File: src/rtl/btn_pkg.sv
// btn_debounce shared types: channel FSM states and counter sizing.
// Long-press support is enabled with BTN_DEBOUNCE_LONG_PRESS_EN.
package btn_pkg;

  typedef enum logic [1:0] {
    UP        = 2'd0,
    SETTLE_DN = 2'd1,
    DOWN      = 2'd2,
    SETTLE_UP = 2'd3
  } btn_state_e;

  function automatic int cnt_w(input int n);
    return $clog2(n + 1);
  endfunction

endpackage

File: src/rtl/btn_debounce_ch.sv
// One button channel: 2-flop synchronizer, settle FSM and counter.
// BTN_DEBOUNCE_LONG_PRESS_EN adds a saturating hold counter for btn_long.
module btn_debounce_ch
  import btn_pkg::*;
#(
  parameter int DEBOUNCE_CYCLES = 65536,
  parameter int LONG_CYCLES     = 16777216
) (
  input  logic clk,
  input  logic rst_n,
  input  logic raw,
  output logic level,
  output logic press,
  output logic rel,
  output logic lng
);

  localparam int CW = cnt_w(DEBOUNCE_CYCLES);
  localparam logic [CW-1:0] CNT_LAST = CW'(DEBOUNCE_CYCLES - 1);
  localparam logic [CW-1:0] CNT_ONE  = CW'(1);

  if (DEBOUNCE_CYCLES < 2) begin : g_bad_deb
    $error("btn_debounce_ch: DEBOUNCE_CYCLES must be >= 2");
  end
  if (LONG_CYCLES <= DEBOUNCE_CYCLES) begin : g_bad_long
    $error("btn_debounce_ch: LONG_CYCLES must exceed DEBOUNCE_CYCLES");
  end

  logic s1_q, s1_d;
  logic s2_q, s2_d;
  btn_state_e state_q, state_d;
  logic [CW-1:0] cnt_q, cnt_d;
  logic level_q, level_d;
  logic press_q, press_d;
  logic rel_q, rel_d;

  always_ff @(posedge clk) begin
    if (!rst_n) begin
      s1_q    <= 1'b0;
      s2_q    <= 1'b0;
      state_q <= UP;
      cnt_q   <= '0;
    end else begin
      s1_q    <= s1_d;
      s2_q    <= s2_d;
      state_q <= state_d;
      cnt_q   <= cnt_d;
    end
  end

  // Counter holds the number of consecutive cycles s2 has matched the
  // candidate level; acceptance happens on the cycle it would reach the limit.
  always_comb begin
    s1_d    = raw;
    s2_d    = s1_q;
    state_d = state_q;
    cnt_d   = cnt_q;
    unique case (state_q)
      UP: begin
        if (s2_q) begin
          state_d = SETTLE_DN;
          cnt_d   = CNT_ONE;
        end
      end
      SETTLE_DN: begin
        if (!s2_q) begin
          state_d = UP;
          cnt_d   = '0;
        end else if (cnt_q == CNT_LAST) begin
          state_d = DOWN;
          cnt_d   = '0;
        end else begin
          cnt_d = cnt_q + CNT_ONE;
        end
      end
      DOWN: begin
        if (!s2_q) begin
          state_d = SETTLE_UP;
          cnt_d   = CNT_ONE;
        end
      end
      SETTLE_UP: begin
        if (s2_q) begin
          state_d = DOWN;
          cnt_d   = '0;
        end else if (cnt_q == CNT_LAST) begin
          state_d = UP;
          cnt_d   = '0;
        end else begin
          cnt_d = cnt_q + CNT_ONE;
        end
      end
    endcase
  end

  always_comb begin
    level_d = (state_d == DOWN) || (state_d == SETTLE_UP);
    press_d = (state_q == SETTLE_DN) && (state_d == DOWN);
    rel_d   = (state_q == SETTLE_UP) && (state_d == UP);
  end

  always_ff @(posedge clk) begin
    if (!rst_n) begin
      level_q <= 1'b0;
      press_q <= 1'b0;
      rel_q   <= 1'b0;
    end else begin
      level_q <= level_d;
      press_q <= press_d;
      rel_q   <= rel_d;
    end
  end

  assign level = level_q;
  assign press = press_q;
  assign rel   = rel_q;

`ifdef BTN_DEBOUNCE_LONG_PRESS_EN
  localparam int HW = cnt_w(LONG_CYCLES);
  localparam logic [HW-1:0] HOLD_MAX = HW'(LONG_CYCLES);
  localparam logic [HW-1:0] HOLD_ONE = HW'(1);

  logic [HW-1:0] hold_q, hold_d;
  logic long_q, long_d;

  always_comb begin
    hold_d = hold_q;
    if (press_d || rel_d) begin
      hold_d = '0;
    end else if (((state_q == DOWN) || (state_q == SETTLE_UP))
                 && (hold_q != HOLD_MAX)) begin
      hold_d = hold_q + HOLD_ONE;
    end
    long_d = (hold_d == HOLD_MAX) && (hold_q != HOLD_MAX);
  end

  always_ff @(posedge clk) begin
    if (!rst_n) begin
      hold_q <= '0;
      long_q <= 1'b0;
    end else begin
      hold_q <= hold_d;
      long_q <= long_d;
    end
  end

  assign lng = long_q;
`else
  assign lng = 1'b0;
`endif

endmodule

File: src/rtl/btn_debounce.sv
// Push-button conditioner: N_BTN independent debounced channels.
// Define BTN_DEBOUNCE_LONG_PRESS_EN to enable the btn_long pulse.
module btn_debounce #(
  parameter int N_BTN           = 2,
  parameter int DEBOUNCE_CYCLES = 65536,
  parameter int LONG_CYCLES     = 16777216
) (
  input  logic             clk,
  input  logic             rst_n,
  input  logic [N_BTN-1:0] btn_raw,
  output logic [N_BTN-1:0] btn_level,
  output logic [N_BTN-1:0] btn_press,
  output logic [N_BTN-1:0] btn_release,
  output logic [N_BTN-1:0] btn_long
);

  for (genvar i = 0; i < N_BTN; i++) begin : g_ch
    btn_debounce_ch #(
      .DEBOUNCE_CYCLES(DEBOUNCE_CYCLES),
      .LONG_CYCLES    (LONG_CYCLES)
    ) u_ch (
      .clk  (clk),
      .rst_n(rst_n),
      .raw  (btn_raw[i]),
      .level(btn_level[i]),
      .press(btn_press[i]),
      .rel  (btn_release[i]),
      .lng  (btn_long[i])
    );
  end

endmodule

File: config.mk
export PLATFORM = sky130hd
export DESIGN_NAME = btn_debounce
export DESIGN_NICKNAME = d
export VERILOG_FILES = /design/src/rtl/btn_pkg.sv /design/src/rtl/btn_debounce_ch.sv /design/src/rtl/btn_debounce.sv
export SDC_FILE = /design/constraint.sdc
export NUM_CORES = 1
export LEC_CHECK = 0
export CAP_MARGIN = 20
export CORE_MARGIN = 8
export CORE_UTILIZATION = 55
export DETAILED_ROUTE_END_ITERATION = 8
export GPL_TIMING_DRIVEN = 0
export MAX_ROUTING_LAYER = met4
export PLACE_DENSITY = 0.74
export REMOVE_ABC_BUFFERS = 1
export SYNTH_ARGS = -nofsm -noshare
export SYNTH_HDL_FRONTEND = slang
export SYNTH_SLANG_ARGS = --single-unit
File: constraint.sdc
create_clock -name clk -period 2.4 [get_ports clk]
set_input_delay 0.36 -clock clk [delete_from_list [all_inputs] [get_ports clk]]
set_output_delay 0.36 -clock clk [all_outputs]
set_load 0.02 [all_outputs]
==> flow_summary.html, run 1 <==
<table>
<tr><th>Metric</th><th>Value</th></tr>
<tr><th colspan="2">Worst setup path</th></tr>
<tr><td>Critical R2R Launch</td><td>g_ch[0].u_ch.s2_q</td></tr>
<tr><td>Sort of element at the start of the critical path</td><td>flop</td></tr>
<tr><td>Required time reported for the critical path endpoint</td><td>2650 ps</td></tr>
<tr><td>Most common cell on crit path</td><td>sky130_fd_sc_hd__nand3_1</td></tr>
<tr><td>Logic depth of the worst register-to-register path</td><td>5</td></tr>
<tr><td>Crit path buffers/inverters</td><td>0</td></tr>
<tr><td>Setup CP Type</td><td>flop to flop</td></tr>
<tr><td>CP Capture Type</td><td>flop</td></tr>
<tr><td>Largest fanout of any net on the critical path</td><td>12</td></tr>
<tr><td>Largest incremental delay on the critical path</td><td>470 ps</td></tr>
<tr><td>Kind of cell adding the most delay to the critical path</td><td>simple AND/OR/NAND/NOR gates</td></tr>
<tr><td>Critical register-to-register path endpoint</td><td>g_ch[0].u_ch.cnt_q[14]</td></tr>
<tr><td>Slowest cell on crit path</td><td>sky130_fd_sc_hd__xor2_1</td></tr>
<tr><td>Signal arrival time at the worst endpoint</td><td>2430 ps</td></tr>
<tr><td>Minimum setup slack among reg-to-reg paths</td><td>220 ps</td></tr>
<tr><td>Cell breakdown of the critical path</td><td>xor2_1, nand3_1, a31oi_4, or3b_1, nand3_1</td></tr>
<tr><th colspan="2">Final layout</th></tr>
<tr><td>Post-synthesis to final-layout area growth</td><td>7.69%</td></tr>
<tr><td>Fin cells</td><td>323</td></tr>
<tr><td>Fraction of layout cells with a size suffix above 1</td><td>7.33%</td></tr>
<tr><td>Share of the core filled with cells in the final layout</td><td>61.7%</td></tr>
<tr><td>Post-route cell area</td><td>0.00249 mm2</td></tr>
<tr><td>Fill cell instance count of the final layout</td><td>355</td></tr>
<tr><td>Count of nets after finishing</td><td>278</td></tr>
<tr><td>Count of antenna diodes in the layout</td><td>0</td></tr>
<tr><th colspan="2">Worst hold path</th></tr>
<tr><td>Endpoint of the worst hold-timing path</td><td>g_ch[0].u_ch.cnt_q[16]</td></tr>
<tr><td>Class of the worst hold path</td><td>flop to flop</td></tr>
<tr><td>Hold path cells</td><td>2</td></tr>
<tr><td>Worst hold start</td><td>g_ch[0].u_ch.cnt_q[16]</td></tr>
<tr><th colspan="2">STA</th></tr>
<tr><td>Fin crit share</td><td>about nine tenths</td></tr>
<tr><td>Max Clk Rate</td><td>458 MHz</td></tr>
<tr><td>Max Transition Viols Final</td><td>0</td></tr>
<tr><td>Transition time at the pin with the least slew margin</td><td>about 600 ps</td></tr>
<tr><td>Total negative slack for setup checks</td><td>0 ps</td></tr>
<tr><td>PnR worst setup slack</td><td>216 ps</td></tr>
<tr><td>Smallest hold slack</td><td>about 450 ps</td></tr>
<tr><td>Setup repair after global routing missed its margin</td><td>no</td></tr>
<tr><td>Relative max-transition margin</td><td>between 50% and 60%</td></tr>
<tr><td>Time the worst path needs with I/O delays and setup</td><td>2180 ps</td></tr>
<tr><td>Setup violations, final</td><td>0</td></tr>
<tr><td>Skew final</td><td>4.46 ps</td></tr>
<tr><td>Final count of hold timing violations</td><td>0</td></tr>
<tr><th colspan="2">Pwr</th></tr>
<tr><td>Static Leakage</td><td>0.872 nW</td></tr>
<tr><td>Relative contribution of the clock network to total power</td><td>between 40% and 50%</td></tr>
<tr><td>Pwr per Cell Area</td><td>585 mW/mm2</td></tr>
<tr><td>Highest ir drop seen on vdd</td><td>0.418 mV</td></tr>
<tr><td>Part of the total power dissipated in combinational logic</td><td>under 10%</td></tr>
<tr><td>Switching power as a share of total power</td><td>22.1%</td></tr>
<tr><td>Net switching power of the design</td><td>approximately 320 uW</td></tr>
<tr><td>Post-layout total power</td><td>1.46 mW</td></tr>
<tr><td>Power share of the sequential group</td><td>~56%</td></tr>
<tr><td>Pint</td><td>1.13 mW</td></tr>
<tr><th colspan="2">Synthesis</th></tr>
<tr><td>Post-synth top flop</td><td>sky130_fd_sc_hd__dfxtp_1</td></tr>
<tr><td>Async SR Flop Fraction</td><td>0%</td></tr>
<tr><td>Yosys cell types</td><td>52</td></tr>
<tr><td>Commonest cells post-synth</td><td>48 x sky130_fd_sc_hd__dfxtp_1, 27 x sky130_fd_sc_hd__nor2_1, 24 x sky130_fd_sc_hd__nand3_1</td></tr>
<tr><td>Ys Warns</td><td>0</td></tr>
<tr><td>Area fraction of the dominant cell type after synthesis</td><td>41.6%</td></tr>
<tr><td>Post-synthesis instance area</td><td>about 0.0023 mm2</td></tr>
<tr><td>Post-synthesis register bit count</td><td>48</td></tr>
<tr><td>Cell with the most instances after synthesis</td><td>sky130_fd_sc_hd__dfxtp_1</td></tr>
<tr><td>Gate count of the mapped netlist</td><td>around 270</td></tr>
<tr><td>Share of synthesized area occupied by flip-flops and latches</td><td>41.6%</td></tr>
<tr><td>Cells taking the most area after synthesis</td><td>sky130_fd_sc_hd__dfxtp_1 42%, sky130_fd_sc_hd__nand3_1 5.2%, sky130_fd_sc_hd__nor2_1 4.4%</td></tr>
<tr><td>Cell type with the highest aggregate area in the netlist</td><td>sky130_fd_sc_hd__dfxtp_1</td></tr>
<tr><td>Number of flops mapped to enable cells by yosys</td><td>0</td></tr>
<tr><td>Per-instance average area after synthesis</td><td>8.49 um2</td></tr>
<tr><th colspan="2">Clock tree</th></tr>
<tr><td>Clock tree from TritonCTS</td><td>built</td></tr>
<tr><td>Clock-pin slew on the worst setup and hold paths</td><td>90 ps</td></tr>
<tr><td>Clk_lat worst skew</td><td>~300 ps</td></tr>
<tr><td>Number of H-tree branching levels</td><td>2</td></tr>
<tr><td>Hold Buf Count CTS</td><td>0</td></tr>
<tr><td>Clk Tree Root Cell</td><td>sky130_fd_sc_hd__clkbuf_8</td></tr>
<tr><td>Total clock buffers created by CTS</td><td>5</td></tr>
<tr><td>Clock buffer depth</td><td>2</td></tr>
<tr><td>Clock Sinks</td><td>48</td></tr>
<tr><th colspan="2">Die</th></tr>
<tr><td>Site Rows</td><td>23</td></tr>
<tr><td>Die Ht</td><td>a little over 80 um</td></tr>
<tr><td>Core footprint</td><td>about 0.0040 mm2</td></tr>
<tr><td>Die Outline Area</td><td>between 0.006 and 0.007 mm2</td></tr>
<tr><td>DIE WIDTH</td><td>80.8 um</td></tr>
<tr><td>Initial cell density of the core</td><td>about 57%</td></tr>
<tr><td>Boundary Pins</td><td>12</td></tr>
<tr><th colspan="2">Drt</th></tr>
<tr><td>Number of routed nets with antenna violations</td><td>0</td></tr>
<tr><td>Met3 Wirelength</td><td>129 um</td></tr>
<tr><td>Max Used Layer</td><td>met4</td></tr>
<tr><td>Routed len/inst</td><td>13.3 um</td></tr>
<tr><td>Wire length the detailed router placed on met1</td><td>about 2.2 mm</td></tr>
<tr><td>Per-cell via count in the routed design</td><td>5.79</td></tr>
<tr><td>First-pass iteration count of the detailed router</td><td>4</td></tr>
<tr><td>Post-Route WL</td><td>about 4.3 mm</td></tr>
<tr><td>Metal2 WL</td><td>roughly 1.9 mm</td></tr>
<tr><td>Via total after detailed routing</td><td>1871</td></tr>
<tr><td>Detailed Route Iter0 Violations</td><td>110</td></tr>
<tr><td>DRC violation count after routing</td><td>0</td></tr>
<tr><th colspan="2">Global routing</th></tr>
<tr><td>Largest net degree at the start of global routing</td><td>28</td></tr>
<tr><td>Number of antenna violations at the first check in global routing</td><td>0</td></tr>
<tr><td>Overall routing resource usage</td><td>15.0%</td></tr>
<tr><td>Global-route wire length before repair</td><td>roughly 7.7 mm</td></tr>
<tr><td>Via count of the first global-routing pass</td><td>1735</td></tr>
<tr><td>Global route overflow</td><td>0</td></tr>
<tr><th colspan="2">Place</th></tr>
<tr><td>Routability congestion estimate</td><td>0.879</td></tr>
<tr><td>Area post-placement</td><td>0.00236 mm2</td></tr>
<tr><td>Post-placement setup slack</td><td>-804 ps</td></tr>
<tr><td>DP HPWL</td><td>3.03 mm</td></tr>
<tr><td>Port Buffers</td><td>9</td></tr>
<tr><td>Placed cell count</td><td>315</td></tr>
<tr><th colspan="2">Run</th></tr>
<tr><td>Count of maximum capacitance violations</td><td>0</td></tr>
<tr><th colspan="2">Run status</th></tr>
<tr><td>Result of the run</td><td>finished clean</td></tr>
</table>
## state kept, by name (all words and copies together), names as in the netlist
register and count:
g_ch.u_ch.level 2, g_ch.u_ch.s2_q 2, g_ch.u_ch.s1_q 2, g_ch.u_ch.cnt_q 34, g_ch.u_ch.press 2, g_ch.u_ch.state_q 4, g_ch.u_ch.rel 2
## power by group through the flow
| stage | clock (mW) | combinational [mW] | sequential (mW) |
|---|---|---|---|
| after floorplan | 0 | 0.0343 | 0.824 |
| after detailed placement | 0 | 0.0535 | 0.826 |
| after global placement | 0 | 0.0530 | 0.825 |
| after CTS | 0.607 | 0.0531 | 0.807 |
| after global routing | 0.639 | 0.0587 | 0.809 |
| final | 0.596 | 0.0522 | 0.807 |
## worst max path at each step
stage                                       start                endpoint  slack [ps]  cells past startpoint
after floorplan           g_ch[0].u_ch.state_q[1]  g_ch[0].u_ch.cnt_q[14]         430                      5
after global placement                      rst_n  g_ch[0].u_ch.cnt_q[14]        -850                      5
after detailed placement                    rst_n  g_ch[0].u_ch.cnt_q[14]        -800                      5
after CTS                                   rst_n  g_ch[0].u_ch.cnt_q[14]          30                      5
after global routing            g_ch[0].u_ch.s2_q  g_ch[0].u_ch.cnt_q[14]          60                      5
final                           g_ch[0].u_ch.s2_q  g_ch[0].u_ch.cnt_q[14]         220                      5
## kinds of logic (layout without fill, tap and decap cells)
group | Yosys count | after routing | share of synthesized area (%)
AOI/OAI and AO/OA | 47 | 47 | 13.5
xor gates and xnor gates | 14 | 14 | 5.31
adders and majority gates | 2 | 2 | 1.08
buffers and inverters | 24 | 24 | 5.63
DFF | 48 | 48 | 41.6
muxes | 1 | 1 | 0.433
other | 1 | 2 | 0.162
and+or+nand+nor | 135 | 135 | 32.3
## what timing repair did
item,in CTS,in global routing
setup buffers,0,0
setup endpoints to repair,12,3
hold endpoints to repair,0,0
resized for setup,2,3
## routing by layer
metal	up-vias	GRT usage, %
li1	952	-
met1	877	19.9
met2	35	21.9
met3	7	2.65
met4	0	6.43
met5	-	-
## layout by cell type, fill, tap and decap left out, drive strengths merged, types with 2 or more instances in the layout
cell / count
nor3: 7
a21boi: 5
nor2b: 5
o211ai: 2
and3: 6
nor3b: 4
a21oi: 13
xnor2: 8
o21ai: 15
and4b: 2
ha: 2
xor2: 6
and4: 3
nor4: 4
nor2: 27
conb: 2
nand3: 24
dfxtp: 48
or2: 2
clkdlybuf4s50: 8
clkbuf: 6
nand4: 11
inv: 8
or3: 3
and2: 8
nand2: 23
nand2b: 2
## final cells by class
type	count	area, um2	area share, %
clock inverters	3	46.3	1.86
well taps	50	62.6	2.52
repair buffers	9	85.1	3.42
inverters	7	26.3	1.06
clock buffers	5	68.8	2.77
multi-input cells	201	1240	49.7
flip-flops and latches	48	961	38.6
## worst min-delay path: cells and delay by family, from the launching register on
family / cells / cell delay, ps
flip-flops: 1 / 320
AND/OR/NAND/NOR: 1 / 50
AO/OA/AOI/OAI: 1 / 30
(Power assumes the default switching activity.)
==> run 2: changes to the inputs <==
--- a/config.mk
+++ b/config.mk
@@ -5,6 +5,7 @@
 export SDC_FILE = /design/constraint.sdc
 export NUM_CORES = 1
 export LEC_CHECK = 0
+export ABC_CLOCK_PERIOD_IN_PS = 2400
 export CAP_MARGIN = 20
 export CORE_MARGIN = 8
 export CORE_UTILIZATION = 55
@@ -13,6 +14,7 @@
 export MAX_ROUTING_LAYER = met4
 export PLACE_DENSITY = 0.74
 export REMOVE_ABC_BUFFERS = 1
+export SKIP_CTS_REPAIR_TIMING = 1
 export SYNTH_ARGS = -nofsm -noshare
 export SYNTH_HDL_FRONTEND = slang
 export SYNTH_SLANG_ARGS = --single-unit
==> run 2 against run 1 <==
Global-route usage is the same. Clock-buffer cell count is the same. Clock skew is essentially flat. Utilization grew 0.19 points. Worst hold slack is essentially flat. Non-clock buffer count is the same. Combinational power grew 2%. Register-to-register slack lost 30 ps. Sequential share of layout area shrank 0.12 points. Routed wire length grew 0.26%. Die area is the same.
==> flow_summary.html, run 2 (same netlist as run 1, synthesis figures left out) <==
<table>
<tr><th>Metric</th><th>Value</th></tr>
<tr><th colspan="2">Clock tree</th></tr>
<tr><td>Number of H-tree branching levels</td><td>2 (unchanged)</td></tr>
<tr><td>Clock Sinks</td><td>48 (unchanged)</td></tr>
<tr><td>Clock tree from TritonCTS</td><td>built</td></tr>
<tr><td>Clock buffer depth</td><td>2 (unchanged)</td></tr>
<tr><td>Total clock buffers created by CTS</td><td>5 (unchanged)</td></tr>
<tr><td>Clock-pin slew on the worst setup and hold paths</td><td>90 ps (about the same)</td></tr>
<tr><td>Clk_lat worst skew</td><td>300 ps (about the same)</td></tr>
<tr><td>Clk Tree Root Cell</td><td>sky130_fd_sc_hd__clkbuf_8</td></tr>
<tr><th colspan="2">Die</th></tr>
<tr><td>DIE WIDTH</td><td>80.8 um (unchanged)</td></tr>
<tr><td>Core footprint</td><td>0.00403 mm2 (unchanged)</td></tr>
<tr><td>Boundary Pins</td><td>12 (unchanged)</td></tr>
<tr><td>Die Ht</td><td>80.8 um (unchanged)</td></tr>
<tr><td>Die Outline Area</td><td>0.00653 mm2 (unchanged)</td></tr>
<tr><td>Site Rows</td><td>23 (unchanged)</td></tr>
<tr><td>Initial cell density of the core</td><td>57.3% (unchanged)</td></tr>
<tr><th colspan="2">Final layout</th></tr>
<tr><td>Max reg flops</td><td>34 (unchanged)</td></tr>
<tr><td>Commonest non-fill, non-tap cell in the layout</td><td>sky130_fd_sc_hd__dfxtp_1</td></tr>
<tr><td>Fin cells</td><td>323 (unchanged)</td></tr>
<tr><td>Largest Register</td><td>g_ch.u_ch.cnt_q</td></tr>
<tr><td>Share of the core filled with cells in the final layout</td><td>61.9% (+0.19 points)</td></tr>
<tr><td>Fraction of layout cells with a size suffix above 1</td><td>6.96% (-0.37 points)</td></tr>
<tr><td>Post-synthesis to final-layout area growth</td><td>8.02%</td></tr>
<tr><td>Count of nets after finishing</td><td>278 (unchanged)</td></tr>
<tr><td>Count of antenna diodes in the layout</td><td>0 (unchanged)</td></tr>
<tr><td>Post-route cell area</td><td>0.00249 mm2 (+0.30%)</td></tr>
<tr><td>Highest-count cells in the layout ignoring fill and taps</td><td>48 x sky130_fd_sc_hd__dfxtp_1, 27 x sky130_fd_sc_hd__nor2_1, 24 x sky130_fd_sc_hd__nand3_1</td></tr>
<tr><td>Registers with the most flip-flops</td><td>g_ch.u_ch.cnt_q: 34 flops, g_ch.u_ch.state_q: 4 flops</td></tr>
<tr><th colspan="2">Run</th></tr>
<tr><td>Count of maximum capacitance violations</td><td>0 (unchanged)</td></tr>
<tr><th colspan="2">STA</th></tr>
<tr><td>Skew final</td><td>4.08 ps (-0.382 ps)</td></tr>
<tr><td>Final count of hold timing violations</td><td>0 (unchanged)</td></tr>
<tr><td>Max Clk Rate</td><td>451 MHz (-1.5%)</td></tr>
<tr><td>Transition time at the pin with the least slew margin</td><td>821 ps (+216 ps)</td></tr>
<tr><td>Setup violations, final</td><td>0 (unchanged)</td></tr>
<tr><td>Setup repair after global routing missed its margin</td><td>no</td></tr>
<tr><td>Smallest hold slack</td><td>446 ps (-0.0180 ps)</td></tr>
<tr><td>Relative max-transition margin</td><td>45.2% (-14 points)</td></tr>
<tr><td>Fin crit share</td><td>92.3% (+1.4 points)</td></tr>
<tr><td>Time the worst path needs with I/O delays and setup</td><td>2220 ps (+32.5 ps)</td></tr>
<tr><td>Max Transition Viols Final</td><td>0 (unchanged)</td></tr>
<tr><th colspan="2">Drt</th></tr>
<tr><td>Detailed Route Iter0 Violations</td><td>108 (-1.8%)</td></tr>
<tr><td>DRC violation count after routing</td><td>0 (unchanged)</td></tr>
<tr><td>Routed len/inst</td><td>13.4 um (+0.26%)</td></tr>
<tr><td>Number of routed nets with antenna violations</td><td>0 (unchanged)</td></tr>
<tr><td>Per-cell via count in the routed design</td><td>5.84 (+0.86%)</td></tr>
<tr><td>First-pass iteration count of the detailed router</td><td>5 (+1)</td></tr>
<tr><td>Via total after detailed routing</td><td>1887 (+0.86%)</td></tr>
<tr><td>Post-Route WL</td><td>4.32 mm (+0.26%)</td></tr>
<tr><th colspan="2">Global routing</th></tr>
<tr><td>Global-route wire length before repair</td><td>7.69 mm (about the same)</td></tr>
<tr><td>Global route overflow</td><td>0 (unchanged)</td></tr>
<tr><td>Via count of the first global-routing pass</td><td>1731 (-0.23%)</td></tr>
<tr><td>Number of antenna violations at the first check in global routing</td><td>0 (unchanged)</td></tr>
<tr><td>Overall routing resource usage</td><td>15.0% (unchanged)</td></tr>
<tr><td>Largest net degree at the start of global routing</td><td>28 (unchanged)</td></tr>
<tr><th colspan="2">Worst setup path</th></tr>
<tr><td>Logic depth of the worst register-to-register path</td><td>5 (unchanged)</td></tr>
<tr><td>Largest incremental delay on the critical path</td><td>470 ps (about the same)</td></tr>
<tr><td>Crit. path cell count</td><td>5 (unchanged)</td></tr>
<tr><td>Sort of element at the start of the critical path</td><td>flop</td></tr>
<tr><td>Most common cell on crit path</td><td>sky130_fd_sc_hd__nand3_1</td></tr>
<tr><td>Cell breakdown of the critical path</td><td>xor2_1, nand3_1, a31oi_4, or3b_1, nand3_1</td></tr>
<tr><td>Setup CP Type</td><td>flop to flop</td></tr>
<tr><td>Largest fanout of any net on the critical path</td><td>12 (unchanged)</td></tr>
<tr><td>Kind of cell adding the most delay to the critical path</td><td>simple AND/OR/NAND/NOR gates</td></tr>
<tr><td>Slowest cell on crit path</td><td>sky130_fd_sc_hd__xor2_1</td></tr>
<tr><td>Crit path buffers/inverters</td><td>0 (unchanged)</td></tr>
<tr><td>Required time reported for the critical path endpoint</td><td>2650 ps (about the same)</td></tr>
<tr><td>Signal arrival time at the worst endpoint</td><td>2460 ps (+30 ps)</td></tr>
<tr><td>CP Capture Type</td><td>flop</td></tr>
<tr><th colspan="2">Pwr</th></tr>
<tr><td>Post-layout total power</td><td>1.46 mW (about the same)</td></tr>
<tr><td>Pwr per Cell Area</td><td>584 mW/mm2 (-0.22%)</td></tr>
<tr><td>Static Leakage</td><td>0.880 nW (+1.0%)</td></tr>
<tr><td>Highest ir drop seen on vdd</td><td>0.418 mV (about the same)</td></tr>
<tr><th colspan="2">Worst hold path</th></tr>
<tr><td>Class of the worst hold path</td><td>flop to flop</td></tr>
<tr><td>Hold path cells</td><td>2 (unchanged)</td></tr>
<tr><th colspan="2">Place</th></tr>
<tr><td>Placed cell count</td><td>315 (unchanged)</td></tr>
<tr><td>Area post-placement</td><td>0.00236 mm2 (unchanged)</td></tr>
<tr><td>DP HPWL</td><td>3.03 mm (unchanged)</td></tr>
<tr><td>Port Buffers</td><td>9 (unchanged)</td></tr>
<tr><td>Routability congestion estimate</td><td>0.879 (unchanged)</td></tr>
<tr><th colspan="2">Run status</th></tr>
<tr><td>Result of the run</td><td>finished clean</td></tr>
</table>
==> run 2: final timing paths <==
| kind | start | to | slack [ps] |
|---|---|---|---|
| max reg2reg | g_ch[0].u_ch.s2_q | g_ch[0].u_ch.cnt_q[14] | 180 |
| max | g_ch[0].u_ch.s2_q | g_ch[0].u_ch.cnt_q[14] | 180 |
| min reg2reg | g_ch[0].u_ch.cnt_q[16] | g_ch[0].u_ch.cnt_q[16] | 450 |
| min | g_ch[0].u_ch.cnt_q[16] | g_ch[0].u_ch.cnt_q[16] | 450 |
==> run 2: layout make-up <==
cell class / instances / area (um2)
flip-flops and latches: 48 / 961
clock inverters: 3 / 46.3
multi-input cells: 201 / 1240
well taps: 50 / 62.6
repair buffers: 9 / 92.6
inverters: 7 / 26.3
clock buffers: 5 / 68.8
fillers: 356 / 1530
==> run 2: routing by layer <==
metal / wire (um) / track usage [%] / share of wire (%)
met5: 0 / - / 0
met4: 69 / 6.43 / 1.6
met3: 136 / 2.65 / 3.1
met2: 1930 / 21.9 / 45
met1: 2190 / 19.9 / 51
==> run 2: metrics by stage <==
stage	setup WS, ps	setup TNS, ps
after floorplan	427	0
after global placement	-846	-8000
after detailed placement	-804	-7670
after CTS	-517	-4110
after global routing	16.9	0
final	184	0
==> run 2: worst min-delay path: cells and delay by family, from the launching register on <==
kind | cells | cell delay, ps
AO/OA/AOI/OAI | 1 | 30
AND/OR/NAND/NOR | 1 | 50
flip-flops | 1 | 320
==> run 2: where the power goes <==
group	internal [mW]	total, mW	switching, mW
sequential	0.802	0.807	0.00560
combinational	0.0193	0.0531	0.0338
clock	0.314	0.596	0.282
total	1.13	1.46	0.322
==> run 3: changes to the inputs <==
--- a/config.mk
+++ b/config.mk
@@ -10,9 +10,10 @@
 export CORE_MARGIN = 8
 export CORE_UTILIZATION = 55
 export DETAILED_ROUTE_END_ITERATION = 8
+export DONT_BUFFER_PORTS = 1
 export GPL_TIMING_DRIVEN = 0
 export MAX_ROUTING_LAYER = met4
-export PLACE_DENSITY = 0.74
+export PLACE_DENSITY = 0.7
 export REMOVE_ABC_BUFFERS = 1
 export SKIP_CTS_REPAIR_TIMING = 1
 export SYNTH_ARGS = -nofsm -noshare
==> run 3 against run 2 <==
Worst hold slack worse by 260 ps. Final cell count down 2.8%. Die area stayed put. Fmax up 4.8%. Global-route usage increased by 0.071 points. Critical path type unchanged. Largest power group unchanged. Highest routed layer unchanged.
==> flow_summary.html, run 3 (same netlist as run 1, synthesis figures left out) <==
<table>
<tr><th>Metric</th><th>Value</th></tr>
<tr><th colspan="2">Run status</th></tr>
<tr><td>Result of the run</td><td>finished clean</td></tr>
<tr><th colspan="2">STA</th></tr>
<tr><td>Relative max-transition margin</td><td>59.3% (+14 points)</td></tr>
<tr><td>Skew final</td><td>9.98 ps (+5.90 ps)</td></tr>
<tr><td>Time the worst path needs with I/O delays and setup</td><td>2110 ps (-101 ps)</td></tr>
<tr><td>Final count of hold timing violations</td><td>0 (unchanged)</td></tr>
<tr><td>Setup repair after global routing missed its margin</td><td>no</td></tr>
<tr><td>Setup violations, final</td><td>0 (unchanged)</td></tr>
<tr><td>Transition time at the pin with the least slew margin</td><td>608 ps (-213 ps)</td></tr>
<tr><td>Max Transition Viols Final</td><td>0 (unchanged)</td></tr>
<tr><td>Max Clk Rate</td><td>473 MHz (+4.8%)</td></tr>
<tr><td>Total negative slack for setup checks</td><td>0 ps (unchanged)</td></tr>
<tr><td>Fin crit share</td><td>88.1% (-4.2 points)</td></tr>
<tr><th colspan="2">Drt</th></tr>
<tr><td>Post-Route WL</td><td>4.31 mm (-0.35%)</td></tr>
<tr><td>Per-cell via count in the routed design</td><td>5.82 (-0.35%)</td></tr>
<tr><td>Number of routed nets with antenna violations</td><td>0 (unchanged)</td></tr>
<tr><td>First-pass iteration count of the detailed router</td><td>4 (-1)</td></tr>
<tr><td>Routed len/inst</td><td>13.7 um (+2.5%)</td></tr>
<tr><td>Via total after detailed routing</td><td>1828 (-3.1%)</td></tr>
<tr><td>DRC violation count after routing</td><td>0 (unchanged)</td></tr>
<tr><td>Detailed Route Iter0 Violations</td><td>157 (+45%)</td></tr>
<tr><th colspan="2">Worst setup path</th></tr>
<tr><td>Sort of element at the start of the critical path</td><td>flop</td></tr>
<tr><td>Setup CP Type</td><td>flop to flop</td></tr>
<tr><td>Required time reported for the critical path endpoint</td><td>2640 ps (about the same)</td></tr>
<tr><td>Largest incremental delay on the critical path</td><td>430 ps (-40 ps)</td></tr>
<tr><td>Most common cell on crit path</td><td>sky130_fd_sc_hd__nand3_1</td></tr>
<tr><td>Largest fanout of any net on the critical path</td><td>12 (unchanged)</td></tr>
<tr><td>Crit path buffers/inverters</td><td>0 (unchanged)</td></tr>
<tr><td>Signal arrival time at the worst endpoint</td><td>2350 ps (-110 ps)</td></tr>
<tr><td>Cell breakdown of the critical path</td><td>xor2_1, nand3_1, a31oi_4, or3b_1, nand3_1</td></tr>
<tr><td>CP Capture Type</td><td>flop</td></tr>
<tr><td>Slowest cell on crit path</td><td>sky130_fd_sc_hd__a31oi_4</td></tr>
<tr><td>Kind of cell adding the most delay to the critical path</td><td>simple AND/OR/NAND/NOR gates</td></tr>
<tr><th colspan="2">Pwr</th></tr>
<tr><td>Static Leakage</td><td>0.840 nW (-4.6%)</td></tr>
<tr><td>Highest ir drop seen on vdd</td><td>0.553 mV (+32%)</td></tr>
<tr><td>Pwr per Cell Area</td><td>593 mW/mm2 (+1.6%)</td></tr>
<tr><td>Post-layout total power</td><td>1.42 mW (-2.5%)</td></tr>
<tr><th colspan="2">Final layout</th></tr>
<tr><td>Largest Register</td><td>g_ch.u_ch.cnt_q</td></tr>
<tr><td>Fill cell instance count of the final layout</td><td>379 (+6.5%)</td></tr>
<tr><td>Share of the core filled with cells in the final layout</td><td>59.4% (-2.5 points)</td></tr>
<tr><td>Count of nets after finishing</td><td>269 (-3.2%)</td></tr>
<tr><td>Registers with the most flip-flops</td><td>g_ch.u_ch.cnt_q: 34 flops, g_ch.u_ch.state_q: 4 flops</td></tr>
<tr><td>Commonest non-fill, non-tap cell in the layout</td><td>sky130_fd_sc_hd__dfxtp_1</td></tr>
<tr><td>Max reg flops</td><td>34 (unchanged)</td></tr>
<tr><td>Post-synthesis to final-layout area growth</td><td>3.68%</td></tr>
<tr><td>Fin cells</td><td>314 (-2.8%)</td></tr>
<tr><td>Count of antenna diodes in the layout</td><td>0 (unchanged)</td></tr>
<tr><td>Highest-count cells in the layout ignoring fill and taps</td><td>48 x sky130_fd_sc_hd__dfxtp_1, 27 x sky130_fd_sc_hd__nor2_1, 24 x sky130_fd_sc_hd__nand3_1</td></tr>
<tr><td>Fraction of layout cells with a size suffix above 1</td><td>6.82% (-0.14 points)</td></tr>
<tr><th colspan="2">Global routing</th></tr>
<tr><td>Met1 track demand over resource</td><td>21.3% (+1.4 points)</td></tr>
<tr><td>Largest net degree at the start of global routing</td><td>28 (unchanged)</td></tr>
<tr><td>Global route overflow</td><td>0 (unchanged)</td></tr>
<tr><td>Overall routing resource usage</td><td>15.1% (+0.071 points)</td></tr>
<tr><td>M3 GR Usage</td><td>3.53% (+0.88 points)</td></tr>
<tr><td>GR peak layer</td><td>met1</td></tr>
<tr><td>Met2 Use GR</td><td>20.4% (-1.5 points)</td></tr>
<tr><td>Number of antenna violations at the first check in global routing</td><td>0 (unchanged)</td></tr>
<tr><td>Global-route wire length before repair</td><td>7.76 mm (+0.99%)</td></tr>
<tr><td>Via count of the first global-routing pass</td><td>1705 (-1.5%)</td></tr>
<tr><th colspan="2">Clock tree</th></tr>
<tr><td>Clock tree from TritonCTS</td><td>built</td></tr>
<tr><td>Clk Tree Root Cell</td><td>sky130_fd_sc_hd__clkbuf_8</td></tr>
<tr><td>Clock-pin slew on the worst setup and hold paths</td><td>80 ps (about the same)</td></tr>
<tr><td>Number of H-tree branching levels</td><td>2 (unchanged)</td></tr>
<tr><td>Total clock buffers created by CTS</td><td>5 (unchanged)</td></tr>
<tr><td>Clock buffer depth</td><td>2 (unchanged)</td></tr>
<tr><td>Clk_lat worst skew</td><td>300 ps (about the same)</td></tr>
<tr><td>Clock Sinks</td><td>48 (unchanged)</td></tr>
<tr><th colspan="2">Die</th></tr>
<tr><td>Core footprint</td><td>0.00403 mm2 (unchanged)</td></tr>
<tr><td>Site Rows</td><td>23 (unchanged)</td></tr>
<tr><td>Die Outline Area</td><td>0.00653 mm2 (unchanged)</td></tr>
<tr><td>Boundary Pins</td><td>12 (unchanged)</td></tr>
<tr><td>Die Ht</td><td>80.8 um (unchanged)</td></tr>
<tr><td>DIE WIDTH</td><td>80.8 um (unchanged)</td></tr>
<tr><td>Initial cell density of the core</td><td>57.3% (unchanged)</td></tr>
<tr><th colspan="2">Worst hold path</th></tr>
<tr><td>Class of the worst hold path</td><td>input pin to flop</td></tr>
<tr><th colspan="2">Place</th></tr>
<tr><td>Port Buffers</td><td>0 (-9)</td></tr>
<tr><td>Placed cell count</td><td>306 (-2.9%)</td></tr>
<tr><td>DP HPWL</td><td>3.02 mm (-0.16%)</td></tr>
<tr><td>Routability congestion estimate</td><td>0.888 (+1.1%)</td></tr>
<tr><th colspan="2">Run</th></tr>
<tr><td>Count of maximum capacitance violations</td><td>0 (unchanged)</td></tr>
</table>
[run 3: worst paths after layout]
kind	startpoint	end	slack, ps	cells past startpoint
hold reg to reg	g_ch[0].u_ch.s1_q	g_ch[0].u_ch.s2_q	440	1
hold / removal	rst_n	g_ch[0].u_ch.state_q[0]	190	2
setup reg to reg	g_ch[0].u_ch.s2_q	g_ch[0].u_ch.cnt_q[14]	290	5
setup / recovery	g_ch[0].u_ch.s2_q	g_ch[0].u_ch.cnt_q[14]	290	5
[run 3: area by class of cell]
class	count	area (um2)	area share, %
multi-input cells	201	1240	51.7
flip-flops and latches	48	961	40.1
clock buffers	6	72.6	3.03
well taps	50	62.6	2.61
clock inverters	2	35.0	1.46
inverters	7	26.3	1.10
[run 3: power breakdown]
group | total, mW | internal [mW] | switching (mW)
clock network | 0.570 | 0.309 | 0.261
logic | 0.0432 | 0.0153 | 0.0278
registers | 0.807 | 0.801 | 0.00569
total | 1.42 | 1.13 | 0.294
[run 3: routing by layer]
layer  up-vias  routed length, um
met4         0                 31
met3         2                193
met1       857               2200
met2        36               1880
met5         -                  0
li1        933                  -
[run 3: metrics by stage]
stage | hold slack [ps] | worst slack, ps | area (um2)
detailed placement | 417 | -66.6 | 2270
finish | 185 | 285 | 2390
CTS | 172 | -93.1 | 2380
global route | 168 | 120 | 2390
global placement | 417 | -122 | 2270
floorplan | 412 | 427 | 2210
